`src/rtl/t_func_grey_pkg.sv`:
```
// Shared helpers for the grey-coded FIFO pointer blocks.
// Holds the binary-to-grey conversion and the synchronizer depth floor.
// Pure declarations; no logic of its own.
package t_func_grey_pkg;

  // Fewest flops allowed on an asynchronous grey pointer crossing.
  localparam int MIN_SYNC_STAGES = 2;

  // Widest pointer the conversion helper handles. Callers zero-extend
  // narrower pointers; upper grey bits then stay zero.
  localparam int GREY_MAX_W = 32;

  // Binary to reflected grey code: each bit XORed with its upper neighbour.
  function automatic logic [GREY_MAX_W-1:0] bin2grey(input logic [GREY_MAX_W-1:0] bin);
    return bin ^ (bin >> 1);
  endfunction

endpackage

```
`src/rtl/t_func_grey_sync.sv`:
```
// Multi-flop synchronizer for a grey-coded bus entering this clock domain.
// Latency: STAGES edges from d to q.
// No flow control; samples every edge and clears to 0 on synchronous reset.
module t_func_grey_sync #(
  parameter int W      = 4,
  parameter int STAGES = 2
) (
  input  logic         clk,
  input  logic         reset_l,
  input  logic [W-1:0] d,
  output logic [W-1:0] q
);

  logic [W-1:0] stg [STAGES];

  // Shift the incoming bus down the flop chain; reset empties every stage.
  always_ff @(posedge clk) begin
    if (!reset_l) begin
      for (int i = 0; i < STAGES; i++) stg[i] <= '0;
    end else begin
      stg[0] <= d;
      for (int i = 1; i < STAGES; i++) stg[i] <= stg[i-1];
    end
  end

  assign q = stg[STAGES-1];

endmodule

```
`src/rtl/t_func_bin2grey_wptr.sv`:
```
// Write-side pointer of an async FIFO: binary counter, registered grey output, full flag.
// Latency: wptr_g and full update 1 edge after a push; full clears SYNC_STAGES+1 edges after rptr_g moves.
// Backpressure: wr_ack is withheld while full is set or reset_l is low.
module t_func_bin2grey_wptr
  import t_func_grey_pkg::*;
#(
  parameter int AW          = 3,
  parameter int SYNC_STAGES = 2
) (
  input  logic          clk,
  input  logic          reset_l,
  input  logic          wr_req,
  output logic          wr_ack,
  output logic [AW-1:0] waddr,
  output logic [AW:0]   wptr_g,
  input  logic [AW:0]   rptr_g,
  output logic          full
);

  // Parameter sanity: the full compare needs two MSBs above the address
  // field, and a single flop is not a safe crossing.
  if (AW < 2) begin : g_chk_aw
    $fatal(1, "t_func_bin2grey_wptr: AW must be >= 2");
  end
  if (SYNC_STAGES < MIN_SYNC_STAGES) begin : g_chk_sync
    $fatal(1, "t_func_bin2grey_wptr: SYNC_STAGES below minimum");
  end
  if (AW + 1 > GREY_MAX_W) begin : g_chk_width
    $fatal(1, "t_func_bin2grey_wptr: pointer wider than grey helper");
  end

  logic [AW:0]            wbin;
  logic [AW:0]            wbin_next;
  logic [AW:0]            rq;
  logic [AW:0]            full_tgt;
  logic [GREY_MAX_W-1:0]  wgray_next;

  // Read pointer stays grey across the crossing; it is never decoded here.
  t_func_grey_sync #(
    .W      (AW + 1),
    .STAGES (SYNC_STAGES)
  ) u_rptr_sync (
    .clk     (clk),
    .reset_l (reset_l),
    .d       (rptr_g),
    .q       (rq)
  );

  assign wr_ack    = wr_req & ~full & reset_l;
  assign waddr     = wbin[AW-1:0];
  assign wbin_next = wbin + {{AW{1'b0}}, wr_ack};

  // Conversion runs at the helper's full width; the zero-extended upper
  // grey bits must stay zero, so comparing at full width is still exact.
  assign wgray_next = bin2grey(GREY_MAX_W'(wbin_next));

  // In grey, "write is one lap ahead of read" means the two MSBs are
  // inverted and the remaining bits match.
  assign full_tgt = {~rq[AW:AW-1], rq[AW-2:0]};

  // Advance the binary pointer, publish its grey image and recompute full
  // from the post-push pointer so full shows on the very next cycle.
  always_ff @(posedge clk) begin
    if (!reset_l) begin
      wbin   <= '0;
      wptr_g <= '0;
      full   <= 1'b0;
    end else begin
      wbin   <= wbin_next;
      wptr_g <= wgray_next[AW:0];
      full   <= (wgray_next == GREY_MAX_W'(full_tgt));
    end
  end

endmodule

```
`config.mk`:
```
export PLATFORM = sky130hd
export DESIGN_NAME = t_func_bin2grey_wptr
export DESIGN_NICKNAME = d
export VERILOG_FILES = /design/src/rtl/t_func_grey_pkg.sv /design/src/rtl/t_func_grey_sync.sv /design/src/rtl/t_func_bin2grey_wptr.sv
export SDC_FILE = /design/constraint.sdc
export NUM_CORES = 1
export LEC_CHECK = 0
export ABC_AREA = 1
export CELL_PAD_IN_SITES_DETAIL_PLACEMENT = 1
export CELL_PAD_IN_SITES_GLOBAL_PLACEMENT = 2
export CORE_MARGIN = 5
export CORE_UTILIZATION = 29
export CTS_BUF_LIST = sky130_fd_sc_hd__clkbuf_4 sky130_fd_sc_hd__clkbuf_8
export CTS_CLUSTER_SIZE = 28
export DETAILED_ROUTE_END_ITERATION = 10
export GPL_TIMING_DRIVEN = 0
export PLACE_DENSITY = 0.81
export SYNTH_ARGS = -nofsm -noshare
export SYNTH_HDL_FRONTEND = slang
export SYNTH_SLANG_ARGS = --single-unit
```
`constraint.sdc`:
```
create_clock -name clk -period 3.5 [get_ports clk]
set_clock_uncertainty 0.2 [all_clocks]
set_input_delay 0.525 -clock clk [delete_from_list [all_inputs] [get_ports clk]]
set_output_delay 0.525 -clock clk [all_outputs]
set_load 0.1 [all_outputs]
```
==> flow_summary.toml, run 1 <==
[outcome]
outcome = "completed"

[power]
leakagePower_nw = 0.438
comb_power_share_pct = 20.0
netSwitchingFraction_pct = 29.7
peakVddDrop_v = 0.000204
finalPower_mw = 0.357
seqPwrFrac_pct = 54.0
intPower_mw = 0.251
p_per_area_nw_per_um2 = 415
netSwitchingPower_mw = 0.106
p_clk_share_pct = 26.0

[route]
vias_per_cell = 4.33
num_vias = 593
firstDrtPassIters = 2
drt_wl_total_mm = 1.45
wl_per_cell_um = 10.6
drc = 0
postRouteAntennaNets = 0
drt_iter0_drc = 6

[die]
ios = 16
num_rows = 17
die_h_um = 57.4
die-area_um2 = 3290
initial_core_util_pct = 30.0
fp.coreArea_um2 = 2170
die_w_um = 57.4

[yosys]
ys.warnings.count = 0
post_synth.cell_area_avg_um2 = 7.15
synth_fp_nets = 100
synth-seq-cells = 16
synth_cell_type_count = 10
postSynthCellCount = 91
syn_area_um2 = 651
yosysSeqAreaShare_pct = 49.2

[clock_network]
clkLatencyLatePin_ns = 0.28
cts_tree = "done"
cts_resized = 0
cts_buffers = 3
clock-sinks = 16
h-tree-depth = 1
cts_setup_buffers = 0
cts_root_buffer = "clkbuf_4"
cts_buffer_depth = 2
clkTransAtPathRegs_ns = 0.09
ctsHoldBuffers = 0

[worst_setup_path]
rrSetupSlack_ns = 1.52
worstSetupStartpointType = "primary input"
cp_max_fo = 4
required_ns = 2.77
path_class = "in2out"
cp-startpoint = "reset_l"
arrival_ns = 2.42
cp-end-kind = "primary output"
r2r-end = "full$_SDFF_PN0_"
ff2ff_path_depth = 10
r2r_start = "full$_SDFF_PN0_"

[sta]
tightest_slew_ns = 0.974
fin_hold_ws_ns = 0.220
min_period_ns = 3.14
finalWorstSetupSlack_ns = 0.359
relSlewSlack_pct = 34.8
rsz0062_at_grt = "no"
tns_ns = 0
setup_viol = 0
maxSlewViolCount = 0
fin_crit_sh_pct = 89.7
hold_violations = 0
fmax_mhz = 318

[flow_run]
maxCapViolCount = 0

[layout]
syn_to_final_growth_pct = 32.3
fin_util_pct = 39.7
insertedDiodeCount = 0
final_nets = 120
fillers = 292
final_layout_size_suffix_gt1_share_pct = 8.26

[grt]
use_met3_pct = 3.17
grt.met2_usage_pct = 17.4
grt_pass1_vias = 616
gr-total-overflow = 0
grt_use_met1_pct = 10.1
grt.busiest_layer = "met2"
antenna_found_initial = 0
grt_max_degree = 11
grt_pass1_wl_mm = 2.47
grt_usage_pct = 9.92

[worst_hold_path]
min_path_type = "reg2reg"
hold_path_depth = 2
holdPathEnd = "u_rptr_sync.stg[0][7]$_SDFF_PN0_"
min_from = "u_rptr_sync.stg[0][3]$_SDFF_PN0_"

[placed_design]
place_ws_ns = 0.346
numPortBuffers = 15
gp_congestion = 0.679
hpwl_mm = 1.16
[power groups by stage]
stage          combinational, mW  sequential [mW]  clock [mW]
2_1_floorplan             0.0261            0.221           0
3_3_place_gp              0.0701            0.197           0
3_5_place_dp              0.0719            0.197           0
4_1_cts                   0.0725            0.193       0.101
5_1_grt                   0.0770            0.194       0.109
6_report                  0.0713            0.193      0.0929
[metal layers]
metal / share of wire, % / vias up
li1: - / 306
met3: 5.0 / 2
met1: 42 / 276
met5: 0 / -
met4: 0.90 / 0
met2: 52 / 9
[worst max-delay path: stages]
cell	delay, ns
clkdlybuf4s50_1	0.55
nand2_1	0.09
nor2_2	0.10
clkdlybuf4s50_1	1.15
[registers in the layout, summed over array words and instances, names as in the netlist]
register,cells
u_rptr_sync.stg,8
wptr_g,4
wbin,3
full,1
[worst max path at each step]
stage,to,slack [ns]
after floorplan,full$_SDFF_PN0_,0.47
after global placement,wr_ack,0.35
after detailed placement,wr_ack,0.35
after CTS,wr_ack,0.35
after global routing,wr_ack,0.30
final,wr_ack,0.36
[stage by stage]
stage / instances / instance area (µm²)
2_1_floorplan: 91 / 653
3_3_place_gp: 134 / 838
3_5_place_dp: 134 / 838
4_1_cts: 137 / 861
5_1_grt: 137 / 861
6_report: 137 / 861
[cells in the final DEF (no fill, tap or decap)]
cell and count:
nand2_2 5, nand2_1 26, nand4_1 1, nor2_2 1, clkbuf_4 3, a21oi_1 2, ha_1 2, nor2_1 6
dfxtp_1 16, nand3_1 11, clkdlybuf4s50_1 15, inv_1 20, clkbuf_1 1
[layout make-up]
type / instances / area, µm² / share of cell area (%)
inverter: 20 / 75.1 / 8.72
multi-input combinational: 54 / 254 / 29.5
tap: 28 / 35.0 / 4.07
sequential: 16 / 320 / 37.2
buffer: 1 / 3.75 / 0.436
timing repair buffer: 15 / 150 / 17.4
clock buffer: 3 / 22.5 / 2.62
[synth_stat cells]
library cell	n	area, µm²
clkbuf_1	1	3.75
nand2_1	26	97.6
nand3_1	11	55.1
a21oi_1	2	10.0
nand2_2	5	31.3
ha_1	2	25.0
inv_1	20	75.1
nor2_1	7	26.3
nand4_1	1	6.26
dfxtp_1	16	320
[cells by family (layout without fill, tap and decap cells)]
group	after synthesis	in the layout	synth area share, %
AOI/OAI and AO/OA	2	2	1.54
and+or+nand+nor	50	50	33.3
buffers and inverters	21	39	12.1
adders and majority gates	2	2	3.85
DFF	16	16	49.2
(Power assumes the default switching activity.)
==> run 2, diff against run 1 <==
--- a/config.mk
+++ b/config.mk
@@ -13,7 +13,7 @@
 export CTS_BUF_LIST = sky130_fd_sc_hd__clkbuf_4 sky130_fd_sc_hd__clkbuf_8
 export CTS_CLUSTER_SIZE = 28
 export DETAILED_ROUTE_END_ITERATION = 10
-export GPL_TIMING_DRIVEN = 0
+export GPL_TIMING_DRIVEN = 1
 export PLACE_DENSITY = 0.81
 export SYNTH_ARGS = -nofsm -noshare
 export SYNTH_HDL_FRONTEND = slang
==> run 2 against run 1 <==
Power increased by 8.0%. First-iteration DRC count shrank 17%. Flip-flop and latch count is the same. Via count fell by 1.2%. Routed wire length decreased by 2.5%. Critical endpoint is now waddr[1]. Largest cell class unchanged.
==> flow_summary.toml, run 2 (synthesis gave the netlist of run 1 again) <==
[route]
vias_per_cell = 4.25
wl_per_cell_um = 10.3
num_vias = 586
drc = 0
drt_wl_total_mm = 1.42
postRouteAntennaNets = 0
firstDrtPassIters = 4
drt_iter0_drc = 5

[power]
p_per_area_nw_per_um2 = 441
netSwitchingFraction_pct = 28.7
leakagePower_nw = 0.452
comb_power_share_pct = 18.3
p_clk_share_pct = 31.7
netSwitchingPower_mw = 0.111
intPower_mw = 0.275
seqPwrFrac_pct = 50.0
peakVddDrop_v = 0.000188

[die]
die_w_um = 57.4
num_rows = 17
initial_core_util_pct = 30.0
die-area_um2 = 3290
die_h_um = 57.4
ios = 16
fp.coreArea_um2 = 2170

[layout]
fillers = 290
syn_to_final_growth_pct = 34.2
layout_commonest_cell = "nand2_1"
fin_util_pct = 40.3
reg_top3 = "u_rptr_sync.stg x8, wptr_g x4, wbin x3"
largest_reg_flops = 8
insertedDiodeCount = 0
final_nets = 120
largest-register = "u_rptr_sync.stg"
final_layout_size_suffix_gt1_share_pct = 11.8
layout_common_cells = "nand2_1 (26), inv_1 (20), dfxtp_1 (16), clkdlybuf4s50_1 (13), nand3_1 (11)"
final_area_um2 = 873
final_cells = 138

[worst_setup_path]
cp_cell_sequence = "clkdlybuf4s50_1"
cp_top_family = "buffers and inverters"
worstSetupStartpointType = "register"
path_class = "reg2out"
required_ns = 2.77
crit_path_max_incr_delay_ns = 1.15
cp-end-kind = "primary output"
arrival_ns = 1.81
crit_buf_inv = 1
rrSetupSlack_ns = 1.55
ff2ff_path_depth = 10
cp_max_fo = 4
cp_slowest_cell = "clkdlybuf4s50_1"
path_depth = 1

[grt]
gr-total-overflow = 0
grt_usage_pct = 9.59
grt_max_degree = 13
antenna_found_initial = 0
grt_pass1_vias = 591
grt_pass1_wl_mm = 2.50

[sta]
fin_crit_sh_pct = 72.3
fmax_mhz = 395
hold_violations = 0
min_period_ns = 2.53
rsz0062_at_grt = "no"
tns_ns = 0
tightest_slew_ns = 0.970
maxSlewViolCount = 0
finalWorstSetupSlack_ns = 0.968
setup_viol = 0
relSlewSlack_pct = 35.1

[clock_network]
cts_buffer_depth = 2
cts_root_buffer = "clkbuf_4"
ctsHoldBuffers = 0
clock-sinks = 16
cts_setup_buffers = 0
cts_buffers = 3
h-tree-depth = 1
cts_resized = 0
clkTransAtPathRegs_ns = 0.10
cts_tree = "done"
clkLatencyLatePin_ns = 0.28

[placed_design]
place_ws_ns = 0.873
hpwl_mm = 1.16
gp_congestion = 0.702
dp_cells = 134
placed_area_um2 = 837
numPortBuffers = 15

[worst_hold_path]
min_path_type = "reg2reg"
hold_path_depth = 2

[outcome]
outcome = "completed"

[flow_run]
maxCapViolCount = 0
## run 2: changes by cell type in the layout (fill, tap and decap cells not counted), sizes merged
cell | previous run | this run
buf | 0 | 3
clkdlybuf4s50 | 15 | 13
## run 2: tightest hold or removal path, cell delays in order (launching register included)
cell     delay (ns)
dfxtp_1        0.31
nand2_1        0.05
inv_1          0.03
## run 2: per-stage QoR
stage	power, mW	hold slack, ns
floorplan	0.247	0.190
global placement	0.267	0.194
detailed placement	0.268	0.205
CTS	0.392	0.228
global route	0.410	0.257
finish	0.385	0.222
## run 2: power groups by stage
stage	clock network [mW]	logic, mW	registers, mW
global placement	0	0.0705	0.197
CTS	0.128	0.0716	0.193
floorplan	0	0.0261	0.221
detailed placement	0	0.0714	0.197
global route	0.139	0.0771	0.194
finish	0.122	0.0705	0.193
## run 2: final timing paths
kind	startpoint	to
setup / recovery	wbin[1]$_SDFF_PN0_	waddr[1]
setup reg to reg	full$_SDFF_PN0_	full$_SDFF_PN0_
hold reg to reg	u_rptr_sync.stg[0][2]$_SDFF_PN0_	u_rptr_sync.stg[0][6]$_SDFF_PN0_
hold / removal	u_rptr_sync.stg[0][2]$_SDFF_PN0_	u_rptr_sync.stg[0][6]$_SDFF_PN0_
## run 2: area by class of cell
cell class / count / area (µm²) / area share, %
Sequential cell: 16 / 320 / 36.7
Inverter: 20 / 75.1 / 8.60
Timing Repair Buffer: 16 / 153 / 17.5
Tap cell: 28 / 35.0 / 4.01
Multi-Input combinational cell: 54 / 254 / 29.1
Clock buffer: 4 / 36.3 / 4.15
## run 2: per-layer routing
metal / wire [µm] / vias up / track usage, %
li1: - / 307 / -
met2: 721 / 11 / 17.7
met5: 0 / - / 0
met1: 613 / 266 / 10.8
met4: 17 / 0 / 2.98
met3: 63 / 2 / 2.04
==> run 3, diff against run 2 <==
--- a/config.mk
+++ b/config.mk
@@ -9,12 +9,12 @@
 export CELL_PAD_IN_SITES_DETAIL_PLACEMENT = 1
 export CELL_PAD_IN_SITES_GLOBAL_PLACEMENT = 2
 export CORE_MARGIN = 5
-export CORE_UTILIZATION = 29
+export CORE_UTILIZATION = 27
 export CTS_BUF_LIST = sky130_fd_sc_hd__clkbuf_4 sky130_fd_sc_hd__clkbuf_8
 export CTS_CLUSTER_SIZE = 28
 export DETAILED_ROUTE_END_ITERATION = 10
 export GPL_TIMING_DRIVEN = 1
-export PLACE_DENSITY = 0.81
+export PLACE_DENSITY = 0.76
 export SYNTH_ARGS = -nofsm -noshare
 export SYNTH_HDL_FRONTEND = slang
 export SYNTH_SLANG_ARGS = --single-unit
==> constraint.sdc (replaced) <==
create_clock -name clk -period 2.6 [get_ports clk]
set_clock_uncertainty 0.2 [all_clocks]
set_input_delay 0.39 -clock clk [delete_from_list [all_inputs] [get_ports clk]]
set_output_delay 0.39 -clock clk [all_outputs]
set_load 0.1 [all_outputs]
==> run 3 against run 2 <==
Global-route usage is 0.079 points higher. Hold slack got worse by 0.0022 ns. Die area rose by 6.1%. First-iteration DRC count decreased by 40%. Utilization down 1.5 points. Non-clock buffer count unchanged. Sequential share of layout area grew 0.091 points. Worst setup slack worse by 0.61 ns. Via count is 2.6% higher. Critical path depth up 11. Largest cell class unchanged. Highest routed layer unchanged.
==> flow_summary.toml, run 3 (synthesis gave the netlist of run 1 again) <==
[layout]
multi_input_area_um2 = 259
fillers = 297
layout_commonest_cell = "nand2_1"
syn_to_final_growth_pct = 34.4
final_layout_size_suffix_gt1_share_pct = 19.1
reg_top3 = "u_rptr_sync.stg x8, wptr_g x4, wbin x3"
insertedDiodeCount = 0
largest_reg_flops = 8
layout_common_cells = "nand2_1 (26), inv_1 (20), dfxtp_1 (15), nand3_1 (11), buf_4 (9)"
final_nets = 120
final-seq-area_um2 = 322
largest-register = "u_rptr_sync.stg"
final_cells = 138

[worst_setup_path]
cp_max_fo = 6
required_ns = 2.63
path_class = "in2reg"
cp-end-kind = "register"
worstSetupStartpointType = "primary input"
arrival_ns = 2.27

[clock_network]
clkTransAtPathRegs_ns = 0.09
ctsHoldBuffers = 0
clkLatencyLatePin_ns = 0.29
cts_setup_buffers = 0
cts_buffers = 3
cts_tree = "done"
cts_buffer_depth = 2
clock-sinks = 16
cts_resized = 0
cts_root_buffer = "clkbuf_4"
h-tree-depth = 1

[placed_design]
numPortBuffers = 15
hpwl_mm = 1.20
gp_congestion = 0.782
dp_cells = 134

[grt]
grt_pass1_vias = 612
grt_pass1_wl_mm = 2.48
grt_usage_pct = 9.67
gr-total-overflow = 0
grt_max_degree = 13
antenna_found_initial = 0

[sta]
fin_crit_sh_pct = 86.3
min_period_ns = 2.24
rsz0062_at_grt = "no"
tightest_slew_ns = 0.280
relSlewSlack_pct = 81.5
hold_violations = 0
tns_ns = 0
fmax_mhz = 446
setup_viol = 0
maxSlewViolCount = 0

[route]
wl_per_cell_um = 10.5
postRouteAntennaNets = 0
firstDrtPassIters = 3
drc = 0
drt_iter0_drc = 3
drt_wl_total_mm = 1.45
vias_per_cell = 4.36
num_vias = 601

[die]
initial_core_util_pct = 28.9
die-area_um2 = 3490
fp.coreArea_um2 = 2250
die_w_um = 59.1
die_h_um = 59.1
ios = 16
num_rows = 17

[flow_run]
maxCapViolCount = 0

[power]
peakVddDrop_v = 0.000321
p_per_area_nw_per_um2 = 593
leakagePower_nw = 0.471

[worst_hold_path]
min_path_type = "reg2reg"

[outcome]
outcome = "completed"
run 3: changes by cell type in the layout (fill, tap and decap cells not counted), sizes merged:
cell | previous run | this run
clkdlybuf4s50 | 13 | 6
buf | 3 | 10
run 3: power by group:
group / switching [mW] / internal (mW) / total [mW] / leakage [nW]
sequential: 0.00383 / 0.255 / 0.259 / 0.132
clock: 0.0779 / 0.0853 / 0.163 / 0.0210
combinational: 0.0665 / 0.0303 / 0.0967 / 0.318
run 3: metrics by stage:
stage	hold slack [ns]	instance area, µm²	total power [mW]	setup WS (ns)	utilization (%)
after floorplan	0.190	659	0.333	0.157	-
after global placement	0.195	838	0.361	0.142	37.2
after detailed placement	0.202	838	0.363	0.0294	37.2
after CTS	0.225	875	0.531	0.351	38.8
after global routing	0.246	875	0.547	0.138	38.8
final	0.220	875	0.519	0.356	38.8
run 3: worst paths after layout:
check / start / to / slack, ns / depth (start not counted)
worst max-delay path: reset_l / full$_SDFF_PN0_ / 0.36 / 12
worst min-delay path: u_rptr_sync.stg[0][1]$_SDFF_PN0_ / u_rptr_sync.stg[0][5]$_SDFF_PN0_ / 0.22 / 2
worst max register to register: full$_SDFF_PN0_ / full$_SDFF_PN0_ / 0.66 / 10
worst min register to register: u_rptr_sync.stg[0][1]$_SDFF_PN0_ / u_rptr_sync.stg[0][5]$_SDFF_PN0_ / 0.22 / 2
run 3: final cells by class:
class	count	share of cell area [%]
Tap cell	28	4.01
Timing Repair Buffer	16	16.9
Inverter	20	8.58
Sequential cell	16	36.8
Multi-Input combinational cell	54	29.6
Clock buffer	4	4.15
run 3: worst max-delay path, cell delays in order:
cell,delay (ns)
clkdlybuf4s50_1,0.47
nand2_1,0.09
nor2_4,0.12
ha_1,0.23
ha_1,0.31
inv_1,0.15
nand2_1,0.08
nand3_1,0.09
nand3_1,0.07
nor2_1,0.11
nand3_1,0.07
nor2_1,0.07
run 3: metal layers:
metal / track usage (%) / part of all wire [%]
met4: 6.80 / 3.2
met1: 10.4 / 44
met3: 2.61 / 5.0
met2: 16.2 / 47
met5: 0 / 0
